===== src/rtl/motor_seq_pkg.sv =====
// Shared types and direction encodings for the motor drive sequencer.
// Direction pairs are packed as {dir1, dir2}.
package motor_seq_pkg;

  typedef enum logic [2:0] {
    IDLE,
    DRIVE,
    RAMPDOWN,
    DEAD,
    ESTOP
  } chan_state_t;

  localparam logic DIR_FWD = 1'b0;
  localparam logic DIR_REV = 1'b1;

  localparam logic [1:0] ENC_COAST = 2'b00;
  localparam logic [1:0] ENC_FWD   = 2'b10;
  localparam logic [1:0] ENC_REV   = 2'b01;
  localparam logic [1:0] ENC_BRAKE = 2'b11;

  function automatic logic [1:0] dir_enc(input logic dir);
    return (dir == DIR_REV) ? ENC_REV : ENC_FWD;
  endfunction

endpackage


===== src/rtl/motor_channel_fsm.sv =====
// One motor channel: state machine, rate-limited duty ramp and
// dead-time counter between opposite drive directions.
module motor_channel_fsm
  import motor_seq_pkg::*;
#(
  parameter int DUTY_W     = 8,
  parameter int STEP       = 4,
  parameter int DEAD_TICKS = 20
) (
  input  logic              clk,
  input  logic              reset,
  input  logic              tick_i,
  input  logic              estop_i,
  input  logic              tgt_dir_i,
  input  logic [DUTY_W-1:0] tgt_duty_i,
  output logic [DUTY_W-1:0] duty_o,
  output logic              dir1_o,
  output logic              dir2_o,
  output logic              busy_o
);

  localparam int AW = DUTY_W + 1;
  localparam int CW = (DEAD_TICKS > 1) ? $clog2(DEAD_TICKS + 1) : 1;
  localparam logic [AW-1:0] STEP_A = AW'(STEP);
  localparam logic [CW-1:0] DEAD_LAST = CW'(DEAD_TICKS - 1);

  chan_state_t       state_q, state_d;
  logic [DUTY_W-1:0] duty_q, duty_d;
  logic              cur_q, cur_d;
  logic [CW-1:0]     dead_q, dead_d;

  logic [AW-1:0] cur_a, tgt_a;
  logic [AW-1:0] toward_a, fall_a;
  logic [DUTY_W-1:0] toward, fall;

  function automatic logic [AW-1:0] lim(input logic [AW-1:0] d);
    return (d < STEP_A) ? d : STEP_A;
  endfunction

  always_comb begin
    cur_a = {1'b0, duty_q};
    tgt_a = {1'b0, tgt_duty_i};
    if (tgt_a > cur_a) begin
      toward_a = cur_a + lim(tgt_a - cur_a);
    end else begin
      toward_a = cur_a - lim(cur_a - tgt_a);
    end
    fall_a = cur_a - lim(cur_a);
    // clamp keeps duty inside the legal range even if the sum wraps
    toward = toward_a[DUTY_W] ? '1 : toward_a[DUTY_W-1:0];
    fall   = fall_a[DUTY_W] ? '0 : fall_a[DUTY_W-1:0];
  end

  always_ff @(posedge clk) begin
    if (reset) begin
      state_q <= IDLE;
      duty_q  <= '0;
      cur_q   <= DIR_FWD;
      dead_q  <= '0;
    end else begin
      state_q <= state_d;
      duty_q  <= duty_d;
      cur_q   <= cur_d;
      dead_q  <= dead_d;
    end
  end

  always_comb begin
    state_d = state_q;
    duty_d  = duty_q;
    cur_d   = cur_q;
    dead_d  = dead_q;
    if (estop_i) begin
      state_d = ESTOP;
      duty_d  = '0;
    end else begin
      unique case (state_q)
        IDLE: begin
          if (tgt_duty_i != '0) begin
            state_d = DRIVE;
            cur_d   = tgt_dir_i;
          end
        end
        DRIVE: begin
          if (tgt_dir_i != cur_q) begin
            if (tick_i) duty_d = fall;
            if (duty_d == '0) begin
              state_d = DEAD;
              dead_d  = '0;
            end else begin
              state_d = RAMPDOWN;
            end
          end else begin
            if (tick_i) duty_d = toward;
            if (tgt_duty_i == '0 && duty_d == '0) state_d = IDLE;
          end
        end
        RAMPDOWN: begin
          if (tick_i) duty_d = fall;
          if (duty_d == '0) begin
            state_d = DEAD;
            dead_d  = '0;
          end
        end
        DEAD: begin
          if (tick_i) begin
            if (dead_q == DEAD_LAST) begin
              dead_d = '0;
              if (tgt_duty_i != '0) begin
                state_d = DRIVE;
                cur_d   = tgt_dir_i;
              end else begin
                state_d = IDLE;
              end
            end else begin
              dead_d = dead_q + CW'(1);
            end
          end
        end
        ESTOP: begin
          state_d = DEAD;
          dead_d  = '0;
        end
        default: begin
          state_d = IDLE;
          duty_d  = '0;
        end
      endcase
    end
  end

  logic [1:0] enc;

  always_comb begin
    enc = ENC_COAST;
    unique case (state_q)
      DRIVE, RAMPDOWN: enc = dir_enc(cur_q);
      ESTOP:           enc = ENC_BRAKE;
      default:         enc = ENC_COAST;
    endcase
    {dir1_o, dir2_o} = enc;
    duty_o = duty_q;
    busy_o = (state_q == RAMPDOWN) || (state_q == DEAD) ||
             (duty_q != tgt_duty_i);
  end

endmodule


===== src/rtl/motor_drive_sequencer.sv =====
// Top level: ramp prescaler, per-channel target registers, command
// decode and e-stop fan-out to the channel state machines.
module motor_drive_sequencer
  import motor_seq_pkg::*;
#(
  parameter int NUM_CH     = 4,
  parameter int DUTY_W     = 8,
  parameter int RAMP_DIV   = 50000,
  parameter int STEP       = 4,
  parameter int DEAD_TICKS = 20
) (
  input  logic                     clk,
  input  logic                     reset,
  input  logic                     cmd_valid,
  output logic                     cmd_ready,
  input  logic [$clog2(NUM_CH)-1:0] cmd_ch,
  input  logic                     cmd_dir,
  input  logic [DUTY_W-1:0]        cmd_duty,
  input  logic                     estop,
  output logic [NUM_CH*DUTY_W-1:0] duty_out,
  output logic [NUM_CH-1:0]        dir1_out,
  output logic [NUM_CH-1:0]        dir2_out,
  output logic [NUM_CH-1:0]        busy
);

  localparam int PW = (RAMP_DIV > 1) ? $clog2(RAMP_DIV) : 1;
  localparam logic [PW-1:0] PRE_LAST = PW'(RAMP_DIV - 1);

  logic [PW-1:0] pre_q, pre_d;
  logic          tick;

  logic [NUM_CH-1:0][DUTY_W-1:0] tduty_q, tduty_d;
  logic [NUM_CH-1:0]             tdir_q, tdir_d;

  assign cmd_ready = !reset && !estop;

  always_comb begin
    tick  = (pre_q == PRE_LAST);
    pre_d = tick ? '0 : pre_q + PW'(1);
  end

  // e-stop wipes every target so channels fall back to IDLE on release
  always_comb begin
    tduty_d = tduty_q;
    tdir_d  = tdir_q;
    if (estop) begin
      tduty_d = '0;
      tdir_d  = '0;
    end else if (cmd_valid && cmd_ready) begin
      tduty_d[cmd_ch] = cmd_duty;
      tdir_d[cmd_ch]  = cmd_dir;
    end
  end

  always_ff @(posedge clk) begin
    if (reset) begin
      pre_q   <= '0;
      tduty_q <= '0;
      tdir_q  <= '0;
    end else begin
      pre_q   <= pre_d;
      tduty_q <= tduty_d;
      tdir_q  <= tdir_d;
    end
  end

  for (genvar g = 0; g < NUM_CH; g++) begin : g_ch
    motor_channel_fsm #(
      .DUTY_W     (DUTY_W),
      .STEP       (STEP),
      .DEAD_TICKS (DEAD_TICKS)
    ) u_ch (
      .clk        (clk),
      .reset      (reset),
      .tick_i     (tick),
      .estop_i    (estop),
      .tgt_dir_i  (tdir_q[g]),
      .tgt_duty_i (tduty_q[g]),
      .duty_o     (duty_out[g*DUTY_W +: DUTY_W]),
      .dir1_o     (dir1_out[g]),
      .dir2_o     (dir2_out[g]),
      .busy_o     (busy[g])
    );
  end

endmodule


===== config.mk =====
export PLATFORM = sky130hd
export DESIGN_NAME = motor_drive_sequencer
export DESIGN_NICKNAME = d
export VERILOG_FILES = /design/src/rtl/motor_seq_pkg.sv /design/src/rtl/motor_channel_fsm.sv /design/src/rtl/motor_drive_sequencer.sv
export SDC_FILE = /design/constraint.sdc
export NUM_CORES = 1
export LEC_CHECK = 0
export CORE_UTILIZATION = 45
export CTS_BUF_LIST = sky130_fd_sc_hd__clkbuf_8
export DETAILED_ROUTE_END_ITERATION = 7
export GPL_TIMING_DRIVEN = 1
export HOLD_SLACK_MARGIN = 0.02
export PLACE_DENSITY_LB_ADDON = 0.12
export SKIP_CTS_REPAIR_TIMING = 1
export SLEW_MARGIN = 20
export SYNTH_ARGS = -nofsm -noshare
export SYNTH_HDL_FRONTEND = slang
export SYNTH_SLANG_ARGS = --single-unit

===== constraint.sdc =====
create_clock -name clk -period 5.8 [get_ports clk]
set_input_delay 1.16 -clock clk [delete_from_list [all_inputs] [get_ports clk]]
set_output_delay 1.16 -clock clk [all_outputs]
set_load 0.05 [all_outputs]

-- After elaboration in Yosys (flattened, before gate mapping)
Index checks and enable logic that the tools add are counted.
- add/subtract/negate cells: 25
- bitwise gates (word level): 1
- reductions and logical operators: 75
- $lt $le $gt $ge: 18
- equality and inequality tests: 77
- multiplexer cells: 166
- operators with widths (cell ; number):
    8-bit 2-to-1 mux ; 57
    8-bit zero test ; 16
    9-bit 2-to-1 mux ; 12
    5-bit 2-to-1 mux ; 20
    8-bit one-hot mux with 3 select lines ; 4
    3-bit 2-to-1 mux ; 28
    5-bit one-hot mux with 4 select lines ; 4
    9-bit by 3-bit less-than comparator with 1-bit output, second input constant ; 8
    8-bit by 8-bit subtractor with 9-bit output ; 8
    8-bit by 9-bit subtractor with 9-bit output ; 8
    3-bit one-hot mux with 5 select lines ; 4
    2-bit by 1-bit inequality test with 1-bit output, second input constant ; 21
    5-bit AND reduction ; 8
    3-bit by 2-bit inequality test with 1-bit output, second input constant ; 13
    8-bit by 9-bit adder with 9-bit output ; 4
    32-bit bitwise mux ; 1
    8-bit greater-than comparator ; 4
    8-bit by 3-bit less-than comparator with 1-bit output, second input constant ; 4
    8-bit inequality test ; 4
    8-bit nonzero test ; 4
    3-bit by 2-bit equality test with 1-bit output, second input constant ; 8
    6-bit AND reduction ; 4
    1-bit 2-to-1 mux ; 21
    5-bit by 1-bit adder with 5-bit output, second input constant ; 4
    28 further kinds ; 93
- output and inout bits: 45
- input port bits: 15
- logic and storage cells: 388
- bits in registers: 120

-- Depth between registers and ports, before layout
Gate-level depths: netlist of run 1.
- word-level depth: 16
- mapped depth: 26
- gate-level depth less buffers: 26

-- Hierarchy
From an unflattened synthesis of run 1, not the netlist that was laid out.
- cells, all modules: 1647
- area, all modules: 12330.6 um2
- modules (own cells, without submodules) (module ; area each (um2) ; instances ; seq. area each (um2) ; cells each):
    motor_channel_fsm at g_ch[0].u_ch ... ; 2597.5 ; 3 ; 340.3 ; 364
    motor_channel_fsm at g_ch[1].u_ch ; 2528.7 ; 1 ; 340.3 ; 352
    motor_drive_sequencer ; 2009.4 ; 1 ; 1041.0 ; 203

-- Worst setup path after synthesis of run 1
No wires, ideal clock.
- kind: reg-to-reg
- from: reg g_ch[0].u_ch.duty_q[4]
- to: reg g_ch[0].u_ch.state_q[0]
- library setup time: 0.136 ns
- period minus slack after synthesis: 5.650 ns
- arrival time: 5.515 ns
- stages on the path, launching flop included: 27
- path buffers: 3
- required time: 5.664 ns
- setup slack: 0.150 ns
- cells stage by stage: dfxtp_1 -> clkbuf_1 -> inv_1 -> ha_1 -> buf_2 -> a211oi_1 -> o211ai_1 -> a221oi_1 -> o221ai_1 -> or4b_1 -> clkbuf_1 -> or2_2 -> ha_1 -> inv_1 -> xnor2_1 -> a21o_1 -> ha_1 -> nor2b_1 -> o21ai_0 -> nand2b_1 -> a211oi_1 -> o21bai_1 -> a21oi_1 -> xor2_1 -> a41oi_1 -> o31ai_1 -> a211oi_1
- word-level cells in the longest chain between the ends: 14
- elaborated cells between the ends (all ways): 35
- classes of those cells: add/sub (5); order compare (4); eq/ne (2); mux (19); reduce/logical (5)
- RTL lines (item ; RTL line ; source):
    start, declared ; motor_channel_fsm.sv:28 ; logic [DUTY_W-1:0] duty_q, duty_d;
    start signal, assigned ; motor_channel_fsm.sv:62 ; duty_q <= duty_d;
    8-bit by 8-bit subtractor with 9-bit output (on tied branches) ; motor_channel_fsm.sv:46, motor_channel_fsm.sv:44 ;
    9-bit by 3-bit less-than comparator with 1-bit output ; motor_channel_fsm.sv:37 ; return (d < STEP_A) ? d : STEP_A;
    9-bit 2-to-1 mux ; motor_channel_fsm.sv:37 ;
    8-bit by 9-bit subtractor with 9-bit output / 8-bit by 9-bit adder with 9-bit output (equally long branches) ; motor_channel_fsm.sv:46, motor_channel_fsm.sv:44 ;
    9-bit 2-to-1 mux ; motor_channel_fsm.sv:43 ; if (tgt_a > cur_a) begin
    8-bit 2-to-1 mux ; motor_channel_fsm.sv:50 ; toward = toward_a[DUTY_W] ? '1 : toward_a[DUTY_W-1:0];
    8-bit 2-to-1 mux ; motor_channel_fsm.sv:94 ; if (tick_i) duty_d = toward;
    8-bit 2-to-1 mux ; motor_channel_fsm.sv:85 ; if (tgt_dir_i != cur_q) begin
    8-bit 2-to-1 mux ; motor_channel_fsm.sv:77 ; unique case (state_q)
    8-bit 2-to-1 mux ; motor_channel_fsm.sv:73 ; if (estop_i) begin
    8-bit zero test ; motor_channel_fsm.sv:95 ; if (tgt_duty_i == '0 && duty_d == '0) state_d = IDLE;
    1-bit logical AND ; motor_channel_fsm.sv:95 ;
    3-bit by 1-bit inequality test with 1-bit output (no source line) ; -- ;
    5-bit AND reduction (no source line) ; -- ;
    end signal, assigned ; motor_channel_fsm.sv:61 ; state_q <= state_d;
    end, declared ; motor_channel_fsm.sv:27 ; chan_state_t state_q, state_d;
Several ways; a longest one is shown, not always the timed one. The select of a mux whose other input is x is not followed.
A chain may end at the register's enable or synchronous reset.

-- Worst setup path in the final report of run 1
- from: reg tduty_q[0] in the netlist's numbering
- to: reg g_ch[0].u_ch.duty_q[2]
- word-level cells in the longest chain between the ends: 12
- elaborated cells between the ends (all ways): 17
- classes of those cells: add/sub (4); order compare (3); mux (10)
- RTL lines (item ; RTL line ; source):
    start, declared ; motor_drive_sequencer.sv:32 ; logic [NUM_CH-1:0][DUTY_W-1:0] tduty_q, tduty_d;
    start signal, assigned ; motor_drive_sequencer.sv:62 ; tduty_q <= tduty_d;
    8-bit by 8-bit subtractor with 9-bit output (on tied branches) ; motor_channel_fsm.sv:46, motor_channel_fsm.sv:44 ;
    9-bit by 3-bit less-than comparator with 1-bit output ; motor_channel_fsm.sv:37 ;
    9-bit 2-to-1 mux ; motor_channel_fsm.sv:37 ;
    8-bit by 9-bit subtractor with 9-bit output / 8-bit by 9-bit adder with 9-bit output (equally long branches) ; motor_channel_fsm.sv:46, motor_channel_fsm.sv:44 ;
    9-bit 2-to-1 mux * ; motor_channel_fsm.sv:43 ;
    8-bit 2-to-1 mux * ; motor_channel_fsm.sv:50 ;
    8-bit 2-to-1 mux * ; motor_channel_fsm.sv:94 ;
    8-bit 2-to-1 mux * ; motor_channel_fsm.sv:85 ;
    8-bit 2-to-1 mux * ; motor_channel_fsm.sv:77 ;
    8-bit 2-to-1 mux * ; motor_channel_fsm.sv:73 ;
    8-bit 2-to-1 mux * ; motor_channel_fsm.sv:85 ;
    8-bit one-hot mux with 3 select lines * ; motor_channel_fsm.sv:77 ;
Mark *: on every way between the ends. The rest lies on a longest branch, timed or not. The select of a mux whose other input is x is not followed.

==> results.tsv, run 1 <==
metric	value	unit
ys_seq_area_frac	0.2041	
leakage	5.211	nW
ys_async_sr_fraction	0	
max_freq	183.9	MHz
gp_congestion	0.8936	
grt_max_degree	74	
cts-buffers-inserted	17	
crit_top_cell	ha_1	
hold_viol_final	0	
topRoutingLayerUsed	met4	
worst_pin_slew	1.048	ns
synth_common_cells	180 x nor2_1, 126 x a21oi_1, 121 x inv_1	
crit_path_end_kind	register	
post-route-period-util	0.9377	
area_delta_synth_final	12.51	%
coreArea	25400	µm²
hpwl	25330	µm
cts_root_buf	clkbuf_8	
finalSetupTns	0	ns
worstSetupPathType	reg2reg	
avgSynthCellArea	7.358	µm²
crit_slowest_cell	or4b_4	
crit_fanout	9	
antenna_found_initial	0	
finalPower	2.101	mW
diodes	0	
clk_latency	0.46	ns
grt_overflow	0	
slew_headroom	0.2973	
num_vias	11720	
synth_most_common_cell	nor2_1	
netlist_area	11770	µm²
max_cap_viol_count	0	
syn_inst	1600	
synth_top_area_cell	dfxtp_1	
cts_max_path_buffers	2	
wl_per_cell	17.13	µm
ant_nets	0	
route.detailed.drc	0	
die_area	26810	µm²
die_w	163.7	µm
synth_top_cell_area_share	0.2041	
fin_skew	0.009619	ns
routed-wl-met2	15300	µm
nets	1782	
peakVddDrop	139.5	µV
grt_pass1_wl	55480	µm
ys_ff_latch	120	
status	complete, no violations	
drt_iter0_markers	922	
yosysWarnings	0	
fp-row-count	58	
track_usage	0.2582	
ys.flop_type	dfxtp_1	
ys_top_cells_by_area	dfxtp_1 20%, ha_1 12%, nor2_1 5.7%, a21oi_1 5.4%, o21ai_0 4.8%	
fin_util	0.5215	
period_minus_slack	5.439	ns
synth-edff-count	0	
grt_pass1_vias	10870	
io_buffers	59	
wirelength	34000	µm
viasPerCell	5.905	
ys_types	81	
cp.arrival	5.76	ns
finalSetupViolations	0	
final_area	13250	µm²
die_y	163.7	µm
cts_max_level	4	
io_pins	60	
wl_met3	1773	µm
hold_path_class	reg2reg	
cp.required	6.12	ns
cts.sinks	120	
whs	0.4447	ns
slowest_delay	0.58	ns
rsz0062_at_grt	false	
initial_core_util	0.4635	
power.density	158.6	nW/µm²
start_kind	register	
clkTransAtPathRegs	0.08	ns
wirelength_met1	15990	µm
dr.pass1.iters	7	
drive_gt1_frac	0.07251	
placed_cell_area	12750	µm²
report.final.slew_viol_count	0	
cts_tree	done	
==> per-layer routing <==
metal  vias up  global-route usage
li1       5760                   -
met1      5551              0.3509
met2       347              0.4149
met3        63             0.03434
met4         0             0.09554
met5         -                   0
==> through the flow <==
step                      worst slack (ns)  instances
after floorplan                     0.1499       1606
after global placement              0.3804       1953
after detailed placement            0.3093       1953
after CTS                           0.2662       1985
after global routing               0.02794       1985
final                               0.3614       1985
==> state kept, by name, indices dropped and copies added, names as in the netlist <==
| name | cells |
|---|---|
| g_ch.u_ch.duty_o | 32 |
| tduty_q | 32 |
| g_ch.u_ch.dead_q | 20 |
| pre_q | 16 |
| g_ch.u_ch.state_q | 12 |
| g_ch.u_ch.cur_q | 4 |
| tdir_q | 4 |
==> cells in the final DEF, fill, tap and decap left out, types with 8 or more instances in the layout <==
master	netlist	final
nor2_1	180	179
a21oi_1	126	126
inv_1	121	121
dfxtp_1	120	120
nand2_1	114	114
ha_1	113	113
o21ai_0	113	110
clkdlybuf4s50_1	0	58
mux2i_1	49	49
xnor2_1	48	47
buf_4	13	46
nand3_1	42	42
nor3_1	41	39
nand2b_1	37	37
a31oi_1	32	32
nor2b_1	29	29
xor2_1	28	27
nand4_1	24	24
a21o_1	22	22
clkbuf_8	0	19
or3_1	18	18
nor4_1	17	17
o21a_1	16	16
and3_1	15	15
o221ai_1	15	15
o211ai_1	13	13
fa_1	12	12
a22oi_1	11	11
o21bai_1	10	10
o22ai_1	9	9
a211oi_1	10	9
or2_2	8	8
o21ai_1	5	8
conb_1	2	8
==> final timing paths <==
check / start / endpoint / slack [ns] / depth (start not counted)
max reg2reg: tduty_q[0] / g_ch[0].u_ch.duty_o[2] / 0.36 / 25
min: pre_q[0] / pre_q[0] / 0.44 / 1
min reg2reg: pre_q[0] / pre_q[0] / 0.44 / 1
max: tduty_q[0] / g_ch[0].u_ch.duty_o[2] / 0.36 / 25
==> critical path, delay by kind of cell, from the launching register on <==
| kind | cells | cell delay, ns |
|---|---|---|
| adders and majority gates | 4 | 1.12 |
| and+or+nand+nor | 5 | 1.24 |
| xor gates and xnor gates | 3 | 0.51 |
| DFF | 1 | 0.36 |
| AOI/OAI and AO/OA | 10 | 1.71 |
| buffers and inverters | 3 | 0.35 |
==> report_power, final <==
group	switching, mW	total (mW)	internal (mW)
clock	0.384	0.880	0.495
combinational	0.231	0.374	0.143
sequential	0.0159	0.847	0.831
==> cell type report <==
type / instances / area [µm²]
flip-flops and latches: 120 / 2402
repair buffers: 104 / 925.9
clock inverters: 13 / 192.7
multi-input cells: 1278 / 8596
clock buffers: 19 / 261.5
fillers: 2577 / 12150
well taps: 330 / 412.9
inverters: 121 / 454.2
==> cell families after synthesis <==
family,Yosys count,share of synthesized area
adders and majority gates,125,0.1405
AOI/OAI and AO/OA,452,0.2440
muxes,56,0.04868
other,2,0.0006379
buffers and inverters,208,0.07195
and+or+nand+nor,561,0.2336
xor gates and xnor gates,76,0.05654
DFF,120,0.2041
No activity file was read; power rests on OpenSTA's default activity.
==> run 2, diff against run 1 <==
- RECOVER_POWER: not set -> 100
==> run 2 against run 1 <==
The run now ends with DRC, capacitance limit, slew limit left. Highest routed layer unchanged. Largest power group unchanged. Worst hold slack barely moved. Clock power barely moved. Worst setup slack improved by 0.016 ns.
==> results.tsv, run 2 (synthesis results as in run 1) <==
metric	value	unit	change
status	finished with violations		was complete, no violations
violations	DRC, capacitance limit, slew limit		
fp-row-count	58		unchanged
route.detailed.drc	1		was 0
clk_latency	0.46	ns	about the same
final-seq-area	2402	µm²	unchanged
max_cap_viol_count	2		was 0
hpwl	25330	µm	unchanged
wirelength	34010	µm	was 34000 µm
multi_input_area	8556	µm²	was 8596 µm²
dr.pass1.iters	8		was 7
final_area	13190	µm²	was 13250 µm²
cts_root_buf	clkbuf_8		unchanged
start_kind	register		unchanged
track_usage	0.2582		unchanged
cts_max_path_buffers	2		unchanged
period_minus_slack	5.423	ns	was 5.439 ns
diodes	0		unchanged
hold_viol_final	0		unchanged
nets	1782		unchanged
peakVddDrop	139.7	µV	was 139.5 µV
cts_tree	done		unchanged
crit_fanout	9		unchanged
viasPerCell	5.905		unchanged
grt_pass1_vias	10870		unchanged
leakage	5.329	nW	was 5.211 nW
final_cell_count_no_fill	1985		unchanged
cts.sinks	120		unchanged
dp_cells	1953		unchanged
layout_commonest_cell	nor2_1		unchanged
dpl_worst_slack	0.3093	ns	unchanged
die_w	163.7	µm	unchanged
fill_cells	2586		was 2577
fin_util	0.5193		was 0.5215
cp.arrival	5.74	ns	was 5.76 ns
report.final.slew_viol_count	20		was 0
clkTransAtPathRegs	0.08	ns	about the same
grt_overflow	0		unchanged
power.density	158.9	nW/µm²	was 158.6 nW/µm²
coreArea	25400	µm²	unchanged
grt_max_degree	74		unchanged
worst_pin_slew	1.804	ns	was 1.048 ns
post-route-period-util	0.9349		was 0.9377
die_y	163.7	µm	unchanged
most-common-layout-cells	179 x nor2_1, 127 x a21oi_1, 121 x inv_1		was 179 x nor2_1, 126 x a21oi_1, 121 x inv_1
num_vias	11720		unchanged
grt_pass1_wl	55480	µm	unchanged
finalSetupViolations	0		unchanged
drt_iter0_markers	914		was 922
io_buffers	59		unchanged
drive_gt1_frac	0.06465		was 0.07251
crit_path_end_kind	register		unchanged
wl_per_cell	17.13	µm	about the same
area_delta_synth_final	12.04	%	was 12.51%
initial_core_util	0.4635		unchanged
finalSetupTns	0	ns	unchanged
cts-buffers-inserted	17		unchanged
max_freq	184.4	MHz	was 183.9 MHz
rsz0062_at_grt	false		unchanged
io_pins	60		unchanged
worstSetupPathType	reg2reg		unchanged
placed_cell_area	12750	µm²	unchanged
ant_nets	0		unchanged
die_area	26810	µm²	unchanged
hold_path_class	reg2reg		unchanged
antenna_found_initial	0		unchanged
fin_ws	0.3774	ns	was 0.3614 ns
cts_max_level	4		unchanged
gp_congestion	0.8936		unchanged
slew_headroom	-0.2120		was 0.2973
fin_skew	0.009988	ns	was 0.009619 ns
cp.required	6.12	ns	about the same
run 2: cell types whose count changed in the layout (fill, tap and decap cells not counted), sizes merged:
cell / delta
clkdlybuf4s50: -46
dlygate4sd3: +46
clkbuf: +4
buf: -4
run 2: cell type report:
| cell class | instances | area share |
|---|---|---|
| clock buffer | 19 | 0.01983 |
| clock inverter | 13 | 0.01461 |
| inverter | 121 | 0.03443 |
| multi-input combinational | 1278 | 0.6486 |
| sequential | 120 | 0.1821 |
| tap | 330 | 0.03130 |
| timing repair buffer | 104 | 0.06906 |
run 2: final timing paths:
check / from / end / slack, ns / depth (start not counted)
max: g_ch[0].u_ch.duty_o[0] / g_ch[0].u_ch.duty_o[2] / 0.38 / 24
min: pre_q[0] / pre_q[0] / 0.44 / 1
max reg2reg: g_ch[0].u_ch.duty_o[0] / g_ch[0].u_ch.duty_o[2] / 0.38 / 24
min reg2reg: pre_q[0] / pre_q[0] / 0.44 / 1
run 2: per-stage QoR:
stage	total power [mW]	hold WS (ns)
after CTS	2.112	0.4469
after global placement	1.227	0.4264
after detailed placement	1.227	0.4321
final	2.095	0.4448
after floorplan	1.131	0.4130
after global routing	2.184	0.4560
run 2: routing by layer:
layer	GRT usage	vias to the layer above	share of wire
met1	0.3509	5505	0.47
met2	0.4149	385	0.45
li1	-	5767	-
met3	0.03434	64	0.056
met4	0.09554	0	0.028
met5	0	-	0
run 2: worst max-delay path, stage by stage (launching register included):
cell	delay (ns)
dfxtp_1	0.38
ha_1	0.26
fa_1	0.42
xor2_1	0.16
o211ai_1	0.10
a221oi_1	0.22
o221ai_1	0.18
or4b_4	0.57
or2_2	0.31
ha_1	0.19
inv_1	0.10
xnor2_1	0.08
a21o_1	0.18
ha_1	0.30
nor2b_1	0.14
o21ai_0	0.16
nand2b_1	0.14
a211oi_2	0.23
o21bai_1	0.10
a21oi_1	0.23
xor2_2	0.27
buf_4	0.19
a31oi_1	0.08
a221oi_1	0.22
nor2_1	0.06
run 2: report_power, final:
| group | internal [mW] | total [mW] | switching [mW] | leakage [nW] |
|---|---|---|---|---|
| Combinational | 0.139 | 0.369 | 0.230 | 4.14 |
| Sequential | 0.831 | 0.847 | 0.0160 | 0.969 |
| Clock | 0.495 | 0.879 | 0.384 | 0.223 |
